--- src/rtl/lfsr_pkg.sv ---
// Shared types and constants for the LFSR round-robin scheduler.
// The x^16+x^14+x^13+x^11+1 Fibonacci taps are fixed here.
package lfsr_pkg;
  localparam int LFSR_W = 16;
  localparam int ID_W   = 3;
  localparam int TAP0   = 15;
  localparam int TAP1   = 13;
  localparam int TAP2   = 12;
  localparam int TAP3   = 10;
  localparam logic [LFSR_W-1:0] DEFAULT_SEED = 16'hACE1;

  typedef enum logic [1:0] {S_IDLE, S_SEED, S_STEP, S_RESP} state_e;

  function automatic logic [LFSR_W-1:0] lfsr_next(input logic [LFSR_W-1:0] s);
    return {s[LFSR_W-2:0], s[TAP0] ^ s[TAP1] ^ s[TAP2] ^ s[TAP3]};
  endfunction
endpackage

--- src/rtl/lfsr_core.sv ---
// 16-bit Fibonacci LFSR register with load/step/hold control.
// Load takes precedence over step; otherwise the state holds.
module lfsr_core
  import lfsr_pkg::*;
#(
  parameter logic [LFSR_W-1:0] SEED = DEFAULT_SEED
) (
  input  logic              clk,
  input  logic              reset_n,
  input  logic              step,
  input  logic              load,
  input  logic [LFSR_W-1:0] load_val,
  output logic [LFSR_W-1:0] state
);
  logic [LFSR_W-1:0] s_q, s_d;

  always_comb begin
    s_d = s_q;
    if (load)      s_d = load_val;
    else if (step) s_d = lfsr_next(s_q);
  end

  always_ff @(posedge clk or negedge reset_n) begin
    if (!reset_n) s_q <= SEED;
    else          s_q <= s_d;
  end

  assign state = s_q;
endmodule

--- src/rtl/lfsr_rr_sched.sv ---
// Round-robin scheduler handing out one fresh LFSR word per grant; seed loads only when idle.
// Define LFSR_STAT_EN to add the saturating step_cnt counter and its stat_clr input.
module lfsr_rr_sched
  import lfsr_pkg::*;
#(
  parameter int                NUM_REQ = 4,
  parameter int                WIDTH   = LFSR_W,
  parameter logic [WIDTH-1:0]  SEED    = DEFAULT_SEED
) (
  input  logic               clk,
  input  logic               reset_n,
  input  logic [NUM_REQ-1:0] req,
  output logic [NUM_REQ-1:0] ack,
  output logic               rsp_valid,
  input  logic               rsp_ready,
  output logic [ID_W-1:0]    rsp_id,
  output logic [WIDTH-1:0]   rsp_data,
  input  logic               seed_valid,
  input  logic [WIDTH-1:0]   seed_data,
  output logic               seed_ack,
  output logic [WIDTH-1:0]   y
`ifdef LFSR_STAT_EN
  ,
  input  logic               stat_clr,
  output logic [31:0]        step_cnt
`endif
);
  state_e              state_q;
  logic [ID_W-1:0]     gnt_id_q, rr_ptr_q, rsp_id_q;
  logic                rsp_valid_q;
  logic [WIDTH-1:0]    rsp_data_q;
  logic [WIDTH-1:0]    lfsr_q, seed_val;
  logic [ID_W-1:0]     arb_id;
  logic                arb_hit;

  // A zero seed would lock the LFSR at zero forever, so substitute the reset seed.
  assign seed_val = (seed_data == '0) ? SEED : seed_data;

  lfsr_core #(.SEED(SEED)) u_core (
    .clk      (clk),
    .reset_n  (reset_n),
    .step     (state_q == S_STEP),
    .load     (state_q == S_SEED),
    .load_val (seed_val),
    .state    (lfsr_q)
  );

  always_comb begin
    arb_id  = '0;
    arb_hit = 1'b0;
    for (int i = 1; i <= NUM_REQ; i++) begin
      if (!arb_hit && req[(int'(rr_ptr_q) + i) % NUM_REQ]) begin
        arb_hit = 1'b1;
        arb_id  = ID_W'((int'(rr_ptr_q) + i) % NUM_REQ);
      end
    end
  end

  always_ff @(posedge clk or negedge reset_n) begin
    if (!reset_n) begin
      state_q     <= S_IDLE;
      gnt_id_q    <= '0;
      rr_ptr_q    <= ID_W'(NUM_REQ - 1);
      rsp_valid_q <= 1'b0;
      rsp_id_q    <= '0;
      rsp_data_q  <= '0;
    end else begin
      case (state_q)
        S_IDLE: begin
          if (seed_valid) begin
            state_q <= S_SEED;
          end else if (arb_hit) begin
            gnt_id_q <= arb_id;
            state_q  <= S_STEP;
          end
        end
        S_SEED: state_q <= S_IDLE;
        S_STEP: begin
          rsp_data_q  <= lfsr_next(lfsr_q);
          rsp_id_q    <= gnt_id_q;
          rsp_valid_q <= 1'b1;
          state_q     <= S_RESP;
        end
        S_RESP: begin
          if (rsp_ready) begin
            rsp_valid_q <= 1'b0;
            rr_ptr_q    <= gnt_id_q;
            state_q     <= S_IDLE;
          end
        end
        default: state_q <= S_IDLE;
      endcase
    end
  end

  // Ack lands in the handshake cycle so the requester can drop req before the next arbitration.
  assign ack       = (rsp_valid_q && rsp_ready) ? (NUM_REQ'(1) << rsp_id_q) : '0;
  assign seed_ack  = (state_q == S_SEED);
  assign rsp_valid = rsp_valid_q;
  assign rsp_id    = rsp_id_q;
  assign rsp_data  = rsp_data_q;
  assign y         = lfsr_q;

`ifdef LFSR_STAT_EN
  logic [31:0] step_cnt_q;

  always_ff @(posedge clk or negedge reset_n) begin
    if (!reset_n)                                      step_cnt_q <= '0;
    else if (stat_clr)                                 step_cnt_q <= '0;
    else if (state_q == S_STEP && step_cnt_q != '1)    step_cnt_q <= step_cnt_q + 32'd1;
  end

  assign step_cnt = step_cnt_q;
`endif
endmodule

--- config.mk ---
export PLATFORM = sky130hd
export DESIGN_NAME = lfsr_rr_sched
export DESIGN_NICKNAME = d
export VERILOG_FILES = /design/src/rtl/lfsr_pkg.sv /design/src/rtl/lfsr_core.sv /design/src/rtl/lfsr_rr_sched.sv
export SDC_FILE = /design/constraint.sdc
export NUM_CORES = 1
export LEC_CHECK = 0
export CORE_AREA = 8 8 73 75
export CTS_CLUSTER_DIAMETER = 60
export DETAILED_ROUTE_END_ITERATION = 10
export DIE_AREA = 0 0 81 83
export MAX_ROUTING_LAYER = met4
export PLACE_DENSITY = 0.9
export SYNTH_ARGS = -nofsm -noshare
export SYNTH_HDL_FRONTEND = slang
export SYNTH_SLANG_ARGS = --single-unit
--- constraint.sdc ---
create_clock -name clk -period 4.6 [get_ports clk]
set_input_delay 0.92 -clock clk [delete_from_list [all_inputs] [get_ports clk]]
set_output_delay 0.92 -clock clk [all_outputs]
set_load 0.005 [all_outputs]
==> impl_results.html, run 1 <==
<table>
<tr><th>Metric</th><th>Value</th></tr>
<tr><th colspan="2">Run status</th></tr>
<tr><td>Outcome</td><td>finished, final reports clean</td></tr>
<tr><th colspan="2">Clock network</th></tr>
<tr><td>Buffers inserted during post-CTS setup optimization</td><td>0</td></tr>
<tr><td>Count of hold-fix buffers inserted at cts</td><td>0</td></tr>
<tr><td>Total number of H-tree levels</td><td>2</td></tr>
<tr><td>Clk sinks</td><td>41</td></tr>
<tr><td>Count of instances resized after the clock tree is built</td><td>0</td></tr>
<tr><td>Clock-pin slew on the worst setup and hold paths</td><td>0.08 ns</td></tr>
<tr><td>Clk_lat worst skew</td><td>0.30 ns</td></tr>
<tr><td>Clock root buffer master</td><td>sky130_fd_sc_hd__clkbuf_8</td></tr>
<tr><td>CTS tree</td><td>built</td></tr>
<tr><td>Clock buffer depth</td><td>2</td></tr>
<tr><td>Clock buffer count from CTS</td><td>5</td></tr>
<tr><th colspan="2">Drt</th></tr>
<tr><td>Number of iterations in the first detailed-routing pass</td><td>4</td></tr>
<tr><td>Routed length per placed instance</td><td>16.1 µm</td></tr>
<tr><td>Total number of vias</td><td>1577</td></tr>
<tr><td>Final routed DRC violation total</td><td>0</td></tr>
<tr><td>Detailed-route wire length</td><td>4780 µm</td></tr>
<tr><td>Via density</td><td>5.33</td></tr>
<tr><td>DRT iter0 DRCs</td><td>70</td></tr>
<tr><td>Count of nets left with antenna violations after detail routing</td><td>0</td></tr>
<tr><th colspan="2">GRT</th></tr>
<tr><td>Met1 routing resource usage after global routing</td><td>17.9%</td></tr>
<tr><td>Final global-route overflow total</td><td>0</td></tr>
<tr><td>GR met2 Demand/Resource</td><td>22.5%</td></tr>
<tr><td>First-pass GRT wire length</td><td>7690 µm</td></tr>
<tr><td>Overall fraction of global-route tracks in use</td><td>15.0%</td></tr>
<tr><td>Number of antenna violations at the first check in global routing</td><td>0</td></tr>
<tr><td>Pin count of the biggest net entering global routing</td><td>42</td></tr>
<tr><td>Met3 track demand over resource</td><td>5.28%</td></tr>
<tr><td>Global route hottest layer</td><td>met2</td></tr>
<tr><td>Vias in the first global route</td><td>1569</td></tr>
<tr><th colspan="2">Timing</th></tr>
<tr><td>Fin. Hold Viols</td><td>0</td></tr>
<tr><td>Setup repair after global routing missed its margin</td><td>no</td></tr>
<tr><td>Fin Hold WS</td><td>0.499 ns</td></tr>
<tr><td>Highest achievable clock rate</td><td>318 MHz</td></tr>
<tr><td>Aggregate negative setup slack</td><td>0 ns</td></tr>
<tr><td>Post-layout minimum cycle time</td><td>3.14 ns</td></tr>
<tr><td>Final cycle utilization of the critical path</td><td>68.3%</td></tr>
<tr><td>Slew at the pin with the worst max-slew slack</td><td>1.02 ns</td></tr>
<tr><td>Max Slew Vio Count</td><td>0</td></tr>
<tr><td>Worst clock skew</td><td>0.00627 ns</td></tr>
<tr><td>Number of endpoints failing setup at the final stage</td><td>0</td></tr>
<tr><td>Worst slew margin</td><td>31.7%</td></tr>
<tr><th colspan="2">Synthesis</th></tr>
<tr><td>Post-synth top area share</td><td>39.1%</td></tr>
<tr><td>Most instantiated flip-flop cell in the synthesis netlist</td><td>sky130_fd_sc_hd__dfrtp_1</td></tr>
<tr><td>Largest cells by area after synthesis</td><td>sky130_fd_sc_hd__dfrtp_1 (39%), sky130_fd_sc_hd__dfstp_2 (13%), sky130_fd_sc_hd__mux2_2 (10%), sky130_fd_sc_hd__mux2i_1 (4.5%), sky130_fd_sc_hd__o221ai_1 (3.5%)</td></tr>
<tr><td>Post-synthesis instance total</td><td>180</td></tr>
<tr><td>Post-synthesis register bit count</td><td>41</td></tr>
<tr><td>Count of unique library cells instantiated by Yosys</td><td>30</td></tr>
<tr><td>Mean Syn Cell Area</td><td>11.0 µm²</td></tr>
<tr><td>Leading area contributor after synthesis</td><td>sky130_fd_sc_hd__dfrtp_1</td></tr>
<tr><td>Number of synthesized flops with an enable pin</td><td>0</td></tr>
<tr><td>Synthesis Warnings</td><td>0</td></tr>
<tr><td>Area of the mapped netlist</td><td>0.00198 mm²</td></tr>
<tr><td>Async set or reset register ratio after synthesis</td><td>100%</td></tr>
<tr><td>Post-synthesis sequential area ratio</td><td>52.3%</td></tr>
<tr><td>Synthesized Nets</td><td>209</td></tr>
<tr><th colspan="2">Finish</th></tr>
<tr><td>Synthesis-to-layout area growth</td><td>37.9%</td></tr>
<tr><td>Net total in the final layout</td><td>272</td></tr>
<tr><td>Antenna cell count</td><td>0</td></tr>
<tr><td>Post-route cell area</td><td>0.00274 mm²</td></tr>
<tr><td>Ratio of cells with drive above 1 in the final layout</td><td>16.8%</td></tr>
<tr><th colspan="2">Setup path</th></tr>
<tr><td>Launching element type of the critical path</td><td>input pin</td></tr>
<tr><td>Critical Path Sink Type</td><td>output pin</td></tr>
<tr><td>Type of the setup path with the least slack</td><td>input pin to output pin</td></tr>
<tr><td>Largest driver fanout on the critical path</td><td>4</td></tr>
<tr><td>Worst path arrival time</td><td>2.22 ns</td></tr>
<tr><td>Required time at the endpoint of the critical path</td><td>3.68 ns</td></tr>
<tr><th colspan="2">Die</th></tr>
<tr><td>Count of standard-cell rows</td><td>24</td></tr>
<tr><td>Die extent in x</td><td>81 µm</td></tr>
<tr><td>Die height</td><td>83 µm</td></tr>
<tr><td># IOs</td><td>65</td></tr>
<tr><td>Total die area</td><td>0.00672 mm²</td></tr>
<tr><td>Placeable core area</td><td>0.00420 mm²</td></tr>
<tr><td>Starting Density</td><td>47.2%</td></tr>
<tr><th colspan="2">Placed design</th></tr>
<tr><td>Global placer's final weighted congestion</td><td>0.768</td></tr>
<tr><td>DP Wirelength</td><td>3540 µm</td></tr>
<tr><td>Number of port buffers</td><td>63</td></tr>
<tr><td>DP Area</td><td>0.00265 mm²</td></tr>
<tr><th colspan="2">Power</th></tr>
<tr><td>Maximum VDD drop</td><td>0.337 mV</td></tr>
<tr><td>Power density over the cells</td><td>741 mW/mm²</td></tr>
<tr><td>Leak Pwr</td><td>1.09 nW</td></tr>
<tr><th colspan="2">Job</th></tr>
<tr><td>Maximum Capacitance Violations</td><td>0</td></tr>
<tr><th colspan="2">Hold path</th></tr>
<tr><td>Hold crit path type</td><td>flop to flop</td></tr>
</table>
## power by group
| group | leakage (nW) | internal [mW] | switching, mW |
|---|---|---|---|
| Clock | 0.0374 | 0.107 | 0.127 |
| Sequential | 0.453 | 0.589 | 0.160 |
| Combinational | 0.600 | 0.600 | 0.444 |
| Total | 1.09 | 1.30 | 0.731 |
## final timing paths
kind                            depth (start not counted)        startpoint  slack [ns]                to
worst min register to register                          2  u_core.state[11]        0.50  u_core.state[11]
worst min-delay path                                    2  u_core.state[11]        0.50  u_core.state[11]
min in group asynchronous                               1           reset_n        0.75      rsp_data[14]
max in group asynchronous                               1           reset_n        3.27       rsp_data[6]
worst max register to register                          3        state_q[0]        2.68       rsp_data[6]
worst max-delay path                                    4         rsp_ready        1.46            ack[2]
## cell type report
class	instances	area (µm²)
Sequential cell	41	1040
Multi-Input combinational cell	117	860
Fill cell	338	1470
Inverter	14	52.6
Clock buffer	6	72.6
Clock inverter	2	15.0
Tap cell	52	65.1
Timing Repair Buffer	64	633
## synthesized netlist by cell type (all sizes together), types with 2 or more instances
library cell / number
a21oi: 10
clkbuf: 5
or4: 5
xnor2: 2
o21ai: 14
buf: 3
a22oi: 2
nor2b: 2
nand2: 9
nor3: 3
inv: 14
mux2i: 9
nand2b: 4
ha: 5
dfrtp: 31
nor2: 17
o221ai: 8
o22a: 2
mux2: 18
dfstp: 10
## routing by layer
metal	routed length, µm	share of wire (%)
met1	2080	43
met2	2280	48
met3	336	7.0
met4	80	1.7
met5	0	0
## flip-flops by register name, indices dropped and copies added (netlist names)
name,cells
rr_ptr_q,2
gnt_id_q,2
state_q,2
rsp_data,16
rsp_id,2
rsp_valid,1
u_core.state,16
## stage by stage
step	instances	utilization (%)	setup slack (ns)	power (mW)
after floorplan	180	-	2.32	1.31
after global placement	288	63.0	1.53	1.77
after detailed placement	288	63.0	1.44	1.81
after CTS	296	65.1	1.44	2.05
after global routing	296	65.1	1.43	2.19
final	296	65.1	1.46	2.03
## logic make-up after synthesis
group                      count (synthesis)  share of synthesized area [%]
DFF                                       41                           52.3
and+or+nand+nor                           41                           10.3
AOI/OAI and AO/OA                         40                           13.6
muxes                                     27                           14.8
buffers and inverters                     22                           4.35
adders and majority gates                  5                           3.15
xor gates and xnor gates                   3                           1.32
other                                      1                          0.189
## layout by cell type, fill, tap and decap left out, types with 3 or more instances in the layout
cell type and count:
sky130_fd_sc_hd__dfstp_2 10, sky130_fd_sc_hd__nor2_1 17, sky130_fd_sc_hd__o21ai_0 12, sky130_fd_sc_hd__clkbuf_8 5, sky130_fd_sc_hd__dfrtp_1 31, sky130_fd_sc_hd__or4_4 3
sky130_fd_sc_hd__mux2i_1 9, sky130_fd_sc_hd__clkdlybuf4s50_1 62, sky130_fd_sc_hd__nand2b_1 4, sky130_fd_sc_hd__mux2_2 18, sky130_fd_sc_hd__ha_1 5, sky130_fd_sc_hd__o221ai_1 8
sky130_fd_sc_hd__a21oi_1 10, sky130_fd_sc_hd__inv_1 14, sky130_fd_sc_hd__nor3_1 3, sky130_fd_sc_hd__nand2_1 9
## critical path, cell delays in order
cell	delay, ns
sky130_fd_sc_hd__clkdlybuf4s50_1	0.53
sky130_fd_sc_hd__nand2_1	0.09
sky130_fd_sc_hd__nor3_1	0.16
sky130_fd_sc_hd__clkdlybuf4s50_1	0.53
(Power assumes the default switching activity.)
==> run 2, diff against run 1 <==
CORE_AREA = 8 8 75 77   (was 8 8 73 75)
DIE_AREA = 0 0 83 85   (was 0 0 81 83)
PLACE_DENSITY = 0.85   (was 0.9)
clock period = 2.9 ns   (was 4.6 ns; I/O delays follow)
==> run 2 against run 1 <==
Against the previous run: combinational power grew 62%; total power grew 62%; final area grew 1.1%; critical path type unchanged.
==> impl_results.html, run 2 (synthesis results as in run 1) <==
<table>
<tr><th>Metric</th><th>Value</th></tr>
<tr><th colspan="2">Run status</th></tr>
<tr><td>Outcome</td><td>finished, final reports clean</td></tr>
<tr><th colspan="2">Clock network</th></tr>
<tr><td>Clock buffer depth</td><td>2</td></tr>
<tr><td>Buffers inserted during post-CTS setup optimization</td><td>0</td></tr>
<tr><td>Total number of H-tree levels</td><td>2</td></tr>
<tr><td>Clk_lat worst skew</td><td>0.29 ns</td></tr>
<tr><td>Clock buffer count from CTS</td><td>5</td></tr>
<tr><td>Clock root buffer master</td><td>sky130_fd_sc_hd__clkbuf_8</td></tr>
<tr><td>Count of hold-fix buffers inserted at cts</td><td>0</td></tr>
<tr><td>CTS tree</td><td>built</td></tr>
<tr><td>Clk sinks</td><td>41</td></tr>
<tr><td>Clock-pin slew on the worst setup and hold paths</td><td>0.07 ns</td></tr>
<tr><td>Count of instances resized after the clock tree is built</td><td>0</td></tr>
<tr><th colspan="2">Finish</th></tr>
<tr><td>Synthesis-to-layout area growth</td><td>39.5%</td></tr>
<tr><td>Area used by sequential logic in the layout</td><td>0.00104 mm²</td></tr>
<tr><td>Most common library cell in the layout ignoring fill and taps</td><td>sky130_fd_sc_hd__clkdlybuf4s50_1</td></tr>
<tr><td>Antenna cell count</td><td>0</td></tr>
<tr><td>Ratio of cells with drive above 1 in the final layout</td><td>17.9%</td></tr>
<tr><td>Net total in the final layout</td><td>274</td></tr>
<tr><td>Commonest cells after routing, fill and taps aside</td><td>sky130_fd_sc_hd__clkdlybuf4s50_1 (62), sky130_fd_sc_hd__dfrtp_1 (31), sky130_fd_sc_hd__mux2_2 (18)</td></tr>
<tr><td>Multi-input gate area</td><td>860 µm²</td></tr>
<tr><td>Filler cell count in the final layout</td><td>374</td></tr>
<tr><th colspan="2">Die</th></tr>
<tr><td>Die height</td><td>85 µm</td></tr>
<tr><td>Placeable core area</td><td>0.00454 mm²</td></tr>
<tr><td># IOs</td><td>65</td></tr>
<tr><td>Starting Density</td><td>43.8%</td></tr>
<tr><td>Count of standard-cell rows</td><td>25</td></tr>
<tr><td>Total die area</td><td>0.00706 mm²</td></tr>
<tr><td>Die extent in x</td><td>83 µm</td></tr>
<tr><th colspan="2">Timing</th></tr>
<tr><td>Slew at the pin with the worst max-slew slack</td><td>0.886 ns</td></tr>
<tr><td>Final WS setup</td><td>0.468 ns</td></tr>
<tr><td>Aggregate negative setup slack</td><td>0 ns</td></tr>
<tr><td>Worst slew margin</td><td>41.0%</td></tr>
<tr><td>Number of endpoints failing setup at the final stage</td><td>0</td></tr>
<tr><td>Worst clock skew</td><td>0.00416 ns</td></tr>
<tr><td>Final cycle utilization of the critical path</td><td>83.9%</td></tr>
<tr><td>Post-layout minimum cycle time</td><td>2.43 ns</td></tr>
<tr><td>Max Slew Vio Count</td><td>0</td></tr>
<tr><td>Highest achievable clock rate</td><td>411 MHz</td></tr>
<tr><td>Fin Hold WS</td><td>0.411 ns</td></tr>
<tr><td>Fin. Hold Viols</td><td>0</td></tr>
<tr><td>Setup repair after global routing missed its margin</td><td>no</td></tr>
<tr><th colspan="2">Power</th></tr>
<tr><td>Power density over the cells</td><td>1180 mW/mm²</td></tr>
<tr><td>Leak Pwr</td><td>1.12 nW</td></tr>
<tr><td>Maximum VDD drop</td><td>0.663 mV</td></tr>
<tr><th colspan="2">Hold path</th></tr>
<tr><td>Hold crit path type</td><td>input pin to asynchronous set/reset pin</td></tr>
<tr><th colspan="2">Setup path</th></tr>
<tr><td>Launching element type of the critical path</td><td>input pin</td></tr>
<tr><td>Required time at the endpoint of the critical path</td><td>2.32 ns</td></tr>
<tr><td>Type of the setup path with the least slack</td><td>input pin to output pin</td></tr>
<tr><td>Worst reg-to-reg setup slack</td><td>1.07 ns</td></tr>
<tr><td>Worst path arrival time</td><td>1.85 ns</td></tr>
<tr><td>Critical Path Sink Type</td><td>output pin</td></tr>
<tr><td>Worst Reg2Reg Path Length in Cells</td><td>4</td></tr>
<tr><td>Largest driver fanout on the critical path</td><td>4</td></tr>
<tr><td>Start of the worst register-to-register path</td><td>state_q[0]</td></tr>
<tr><td>Reg-to-reg endpoint</td><td>u_core.state[15]</td></tr>
<tr><th colspan="2">Drt</th></tr>
<tr><td>Total number of vias</td><td>1556</td></tr>
<tr><td>Number of iterations in the first detailed-routing pass</td><td>4</td></tr>
<tr><td>DRT iter0 DRCs</td><td>68</td></tr>
<tr><td>Detailed-route wire length</td><td>4780 µm</td></tr>
<tr><td>Count of nets left with antenna violations after detail routing</td><td>0</td></tr>
<tr><td>Routed length per placed instance</td><td>15.9 µm</td></tr>
<tr><td>Final routed DRC violation total</td><td>0</td></tr>
<tr><td>Via density</td><td>5.19</td></tr>
<tr><th colspan="2">GRT</th></tr>
<tr><td>Number of antenna violations at the first check in global routing</td><td>0</td></tr>
<tr><td>Final global-route overflow total</td><td>0</td></tr>
<tr><td>Overall fraction of global-route tracks in use</td><td>14.2%</td></tr>
<tr><td>First-pass GRT wire length</td><td>7950 µm</td></tr>
<tr><td>Vias in the first global route</td><td>1622</td></tr>
<tr><td>Pin count of the biggest net entering global routing</td><td>42</td></tr>
<tr><th colspan="2">Job</th></tr>
<tr><td>Maximum Capacitance Violations</td><td>0</td></tr>
<tr><th colspan="2">Placed design</th></tr>
<tr><td>Number of port buffers</td><td>63</td></tr>
<tr><td>Setup WS pre-CTS</td><td>0.310 ns</td></tr>
<tr><td>Global placer's final weighted congestion</td><td>0.775</td></tr>
<tr><td>DP Wirelength</td><td>3630 µm</td></tr>
</table>
## run 2: cell type report
type	count	share of cell area, %
clock inverters	1	0.181
clock buffers	7	3.48
repair buffers	66	23.4
flip-flops and latches	41	37.5
multi-input cells	117	31.1
inverters	14	1.90
well taps	54	2.44
## run 2: worst max path at each step
| stage | from | endpoint | slack, ns | cells after the start |
|---|---|---|---|---|
| 2_1_floorplan | seed_data[12] | u_core.state[15] | 0.96 | 4 |
| 3_3_place_gp | seed_data[12] | u_core.state[15] | 0.38 | 5 |
| 3_5_place_dp | seed_data[13] | u_core.state[6] | 0.31 | 5 |
| 4_1_cts | rsp_ready | ack[2] | 0.47 | 4 |
| 5_1_grt | rsp_ready | ack[0] | 0.34 | 4 |
| 6_report | rsp_ready | ack[2] | 0.47 | 4 |
## run 2: layer usage
metal  global-route usage (%)  routed length (µm)  vias up
met5                        -                   0        -
met4                     3.83                  28        0
met3                     5.84                 314        2
met2                     21.8                2300       57
met1                     16.8                2130      738
li1                         -                   -      759
## run 2: report_power, final
part	switching [mW]	internal [mW]
sequential	0.260	0.935
clock	0.185	0.215
combinational	0.709	0.972
total	1.15	2.12
## run 2: through the flow
step / cells / instance area (µm²) / power, mW / utilization (%)
4_1_cts: 300 / 2770 / 3.32 / 61.0
6_report: 300 / 2770 / 3.28 / 61.0
3_3_place_gp: 292 / 2670 / 2.84 / 58.8
2_1_floorplan: 180 / 1980 / 2.08 / -
5_1_grt: 300 / 2770 / 3.55 / 61.0
3_5_place_dp: 292 / 2670 / 2.90 / 58.8
## run 2: worst max-delay path: stages
cell	delay (ns)
sky130_fd_sc_hd__clkdlybuf4s50_1	0.53
sky130_fd_sc_hd__nand2_1	0.08
sky130_fd_sc_hd__nor3_1	0.13
sky130_fd_sc_hd__clkdlybuf4s50_1	0.53
==> run 3, diff against run 2 <==
CORE_AREA = 8 8 79 81   (was 8 8 75 77)
DIE_AREA = 0 0 87 89   (was 0 0 83 85)
PLACE_DENSITY = 0.81   (was 0.85)
clock period = 2 ns   (was 2.9 ns; I/O delays follow)
==> run 3 against run 2 <==
Against the previous run: worst hold slack worse by 0.30 ns; final area up 5.4%; flip-flop and latch count unchanged; clock power is 48% higher; utilization is 2.4 points lower; clock-buffer cell count is the same; cell count grew 11%; setup slack lost 0.41 ns.
==> impl_results.html, run 3 (synthesis results as in run 1) <==
<table>
<tr><th>Metric</th><th>Value</th></tr>
<tr><th colspan="2">Die</th></tr>
<tr><td>Placeable core area</td><td>0.00498 mm²</td></tr>
<tr><td>Die height</td><td>89 µm</td></tr>
<tr><td>Count of standard-cell rows</td><td>26</td></tr>
<tr><td>Starting Density</td><td>39.9%</td></tr>
<tr><td>Total die area</td><td>0.00774 mm²</td></tr>
<tr><td>Die extent in x</td><td>87 µm</td></tr>
<tr><td># IOs</td><td>65</td></tr>
<tr><th colspan="2">Setup path</th></tr>
<tr><td>Start of the worst register-to-register path</td><td>state_q[1]</td></tr>
<tr><td>CP max stage cell</td><td>sky130_fd_sc_hd__or4_4</td></tr>
<tr><td>Worst reg-to-reg setup slack</td><td>0.42 ns</td></tr>
<tr><td>Crit path from</td><td>seed_data[6]</td></tr>
<tr><td>Critical Path Max Stage Delay</td><td>0.56 ns</td></tr>
<tr><td>Reg-to-reg endpoint</td><td>u_core.state[7]</td></tr>
<tr><td>Largest driver fanout on the critical path</td><td>8</td></tr>
<tr><td>Cells along the critical path</td><td>clkdlybuf4s50_1, or4_4, o41ai_4, buf_6, o221ai_1, o21ai_1</td></tr>
<tr><td>Worst path arrival time</td><td>2.15 ns</td></tr>
<tr><td>Launching element type of the critical path</td><td>input pin</td></tr>
<tr><td>Number of cells on the critical path</td><td>6</td></tr>
<tr><td>Category of cells accounting for the largest share of critical-path delay</td><td>compound AO/OA/AOI/OAI gates</td></tr>
<tr><td>Capture point of the critical path</td><td>u_core.state[5]</td></tr>
<tr><td>Worst Reg2Reg Path Length in Cells</td><td>7</td></tr>
<tr><td>Type of the setup path with the least slack</td><td>input pin to flop</td></tr>
<tr><td>Required time at the endpoint of the critical path</td><td>2.21 ns</td></tr>
<tr><td>Worst path buffer plus inverter count</td><td>2</td></tr>
<tr><td>Critical Path Sink Type</td><td>flop</td></tr>
<tr><th colspan="2">Finish</th></tr>
<tr><td>Ratio of cells with drive above 1 in the final layout</td><td>24.0%</td></tr>
<tr><td>Commonest cells after routing, fill and taps aside</td><td>sky130_fd_sc_hd__clkdlybuf4s50_1 (58), sky130_fd_sc_hd__dfrtp_1 (31), sky130_fd_sc_hd__buf_4 (19)</td></tr>
<tr><td>Final Util</td><td>58.6%</td></tr>
<tr><td>Filler cell count in the final layout</td><td>419</td></tr>
<tr><td>Net total in the final layout</td><td>291</td></tr>
<tr><td>Antenna cell count</td><td>0</td></tr>
<tr><td>Synthesis-to-layout area growth</td><td>47.0%</td></tr>
<tr><td>Post-route cell area</td><td>0.00292 mm²</td></tr>
<tr><td>Final cell count without fillers</td><td>333</td></tr>
<tr><td>Most common library cell in the layout ignoring fill and taps</td><td>sky130_fd_sc_hd__clkdlybuf4s50_1</td></tr>
<tr><th colspan="2">Clock network</th></tr>
<tr><td>CTS tree</td><td>built</td></tr>
<tr><td>Clock root buffer master</td><td>sky130_fd_sc_hd__clkbuf_8</td></tr>
<tr><td>Total number of H-tree levels</td><td>2</td></tr>
<tr><td>Clk sinks</td><td>41</td></tr>
<tr><td>Clock-pin slew on the worst setup and hold paths</td><td>0.08 ns</td></tr>
<tr><td>Clock buffer depth</td><td>2</td></tr>
<tr><td>Clk_lat worst skew</td><td>0.29 ns</td></tr>
<tr><td>Clock buffer count from CTS</td><td>5</td></tr>
<tr><td>Buffers inserted during post-CTS setup optimization</td><td>0</td></tr>
<tr><th colspan="2">Timing</th></tr>
<tr><td>Final WS setup</td><td>0.0566 ns</td></tr>
<tr><td>Aggregate negative setup slack</td><td>0 ns</td></tr>
<tr><td>Number of endpoints failing setup at the final stage</td><td>0</td></tr>
<tr><td>Final cycle utilization of the critical path</td><td>97.2%</td></tr>
<tr><td>Max Slew Vio Count</td><td>0</td></tr>
<tr><td>Post-layout minimum cycle time</td><td>1.94 ns</td></tr>
<tr><td>Fin Hold WS</td><td>0.111 ns</td></tr>
<tr><td>Setup repair after global routing missed its margin</td><td>no</td></tr>
<tr><td>Worst clock skew</td><td>0.0103 ns</td></tr>
<tr><td>Slew at the pin with the worst max-slew slack</td><td>0.595 ns</td></tr>
<tr><td>Highest achievable clock rate</td><td>515 MHz</td></tr>
<tr><td>Worst slew margin</td><td>60.3%</td></tr>
<tr><td>Fin. Hold Viols</td><td>0</td></tr>
<tr><th colspan="2">Power</th></tr>
<tr><td>Post-layout power</td><td>4.86 mW</td></tr>
<tr><td>Leak Pwr</td><td>1.21 nW</td></tr>
<tr><td>Maximum VDD drop</td><td>0.845 mV</td></tr>
<tr><td>Power density over the cells</td><td>1670 mW/mm²</td></tr>
<tr><th colspan="2">Placed design</th></tr>
<tr><td>Number of port buffers</td><td>63</td></tr>
<tr><td>Placed Cells incl. Taps</td><td>325</td></tr>
<tr><td>Setup WS pre-CTS</td><td>-0.262 ns</td></tr>
<tr><td>DP Wirelength</td><td>3990 µm</td></tr>
<tr><td>Global placer's final weighted congestion</td><td>0.778</td></tr>
<tr><td>DP Area</td><td>0.00281 mm²</td></tr>
<tr><th colspan="2">Drt</th></tr>
<tr><td>Total number of vias</td><td>1671</td></tr>
<tr><td>Via density</td><td>5.02</td></tr>
<tr><td>Number of iterations in the first detailed-routing pass</td><td>4</td></tr>
<tr><td>Final routed DRC violation total</td><td>0</td></tr>
<tr><td>Routed length per placed instance</td><td>15.8 µm</td></tr>
<tr><td>Count of nets left with antenna violations after detail routing</td><td>0</td></tr>
<tr><td>Detailed-route wire length</td><td>5260 µm</td></tr>
<tr><td>DRT iter0 DRCs</td><td>65</td></tr>
<tr><th colspan="2">GRT</th></tr>
<tr><td>First-pass GRT wire length</td><td>8340 µm</td></tr>
<tr><td>Number of antenna violations at the first check in global routing</td><td>0</td></tr>
<tr><td>Pin count of the biggest net entering global routing</td><td>33</td></tr>
<tr><td>Final global-route overflow total</td><td>0</td></tr>
<tr><td>Overall fraction of global-route tracks in use</td><td>14.4%</td></tr>
<tr><td>Vias in the first global route</td><td>1747</td></tr>
<tr><th colspan="2">Run status</th></tr>
<tr><td>Outcome</td><td>finished, final reports clean</td></tr>
<tr><th colspan="2">Hold path</th></tr>
<tr><td>Hold crit path type</td><td>input pin to asynchronous set/reset pin</td></tr>
<tr><th colspan="2">Job</th></tr>
<tr><td>Maximum Capacitance Violations</td><td>0</td></tr>
</table>
[run 3: cell types whose count changed in the layout (fill, tap and decap cells not counted), moves of 3 or more]
cell and change:
sky130_fd_sc_hd__dlygate4sd2_1 +4, sky130_fd_sc_hd__o21ai_0 -3, sky130_fd_sc_hd__clkdlybuf4s50_1 -4, sky130_fd_sc_hd__o21ai_1 +3, sky130_fd_sc_hd__buf_4 +16
[run 3: metal layers]
metal,part of all wire [%],track usage [%],up-vias
li1,-,-,797
met1,45,16.7,807
met2,47,23.6,62
met3,7.0,4.87,5
met4,1.0,3.76,0
met5,0,-,-
[run 3: cell type report]
class / instances / area (µm²) / area share, %
timing repair buffer: 83 / 774 / 26.6
multi-input combinational: 117 / 862 / 29.6
clock buffer: 7 / 96.3 / 3.30
sequential: 41 / 1040 / 35.6
tap: 70 / 87.6 / 3.00
inverter: 14 / 52.6 / 1.80
clock inverter: 1 / 5.00 / 0.172
[run 3: report_power, final]
part           leakage [nW]  internal, mW  switching [mW]
registers             0.453          1.35           0.397
logic                 0.707          1.44            1.08
clock network        0.0542         0.312           0.280
total                  1.21          3.10            1.75
[run 3: how the worst min path moves through the flow]
stage               startpoint          endpoint  depth (start not counted)
floorplan              reset_n       gnt_id_q[0]                          0
global placement       reset_n  u_core.state[12]                          1
detailed placement     reset_n      rsp_data[12]                          1
CTS                    reset_n         rsp_valid                          1
global route           reset_n         rsp_valid                          1
finish                 reset_n  u_core.state[12]                          1
[run 3: timing repair]
| item | 4_1_cts | 5_1_grt |
|---|---|---|
| hold buffers | 0 | 0 |
| setup endpoints to repair | 4 | 5 |
| gates resized for setup | 4 | 6 |
| pin swaps | 0 | 2 |
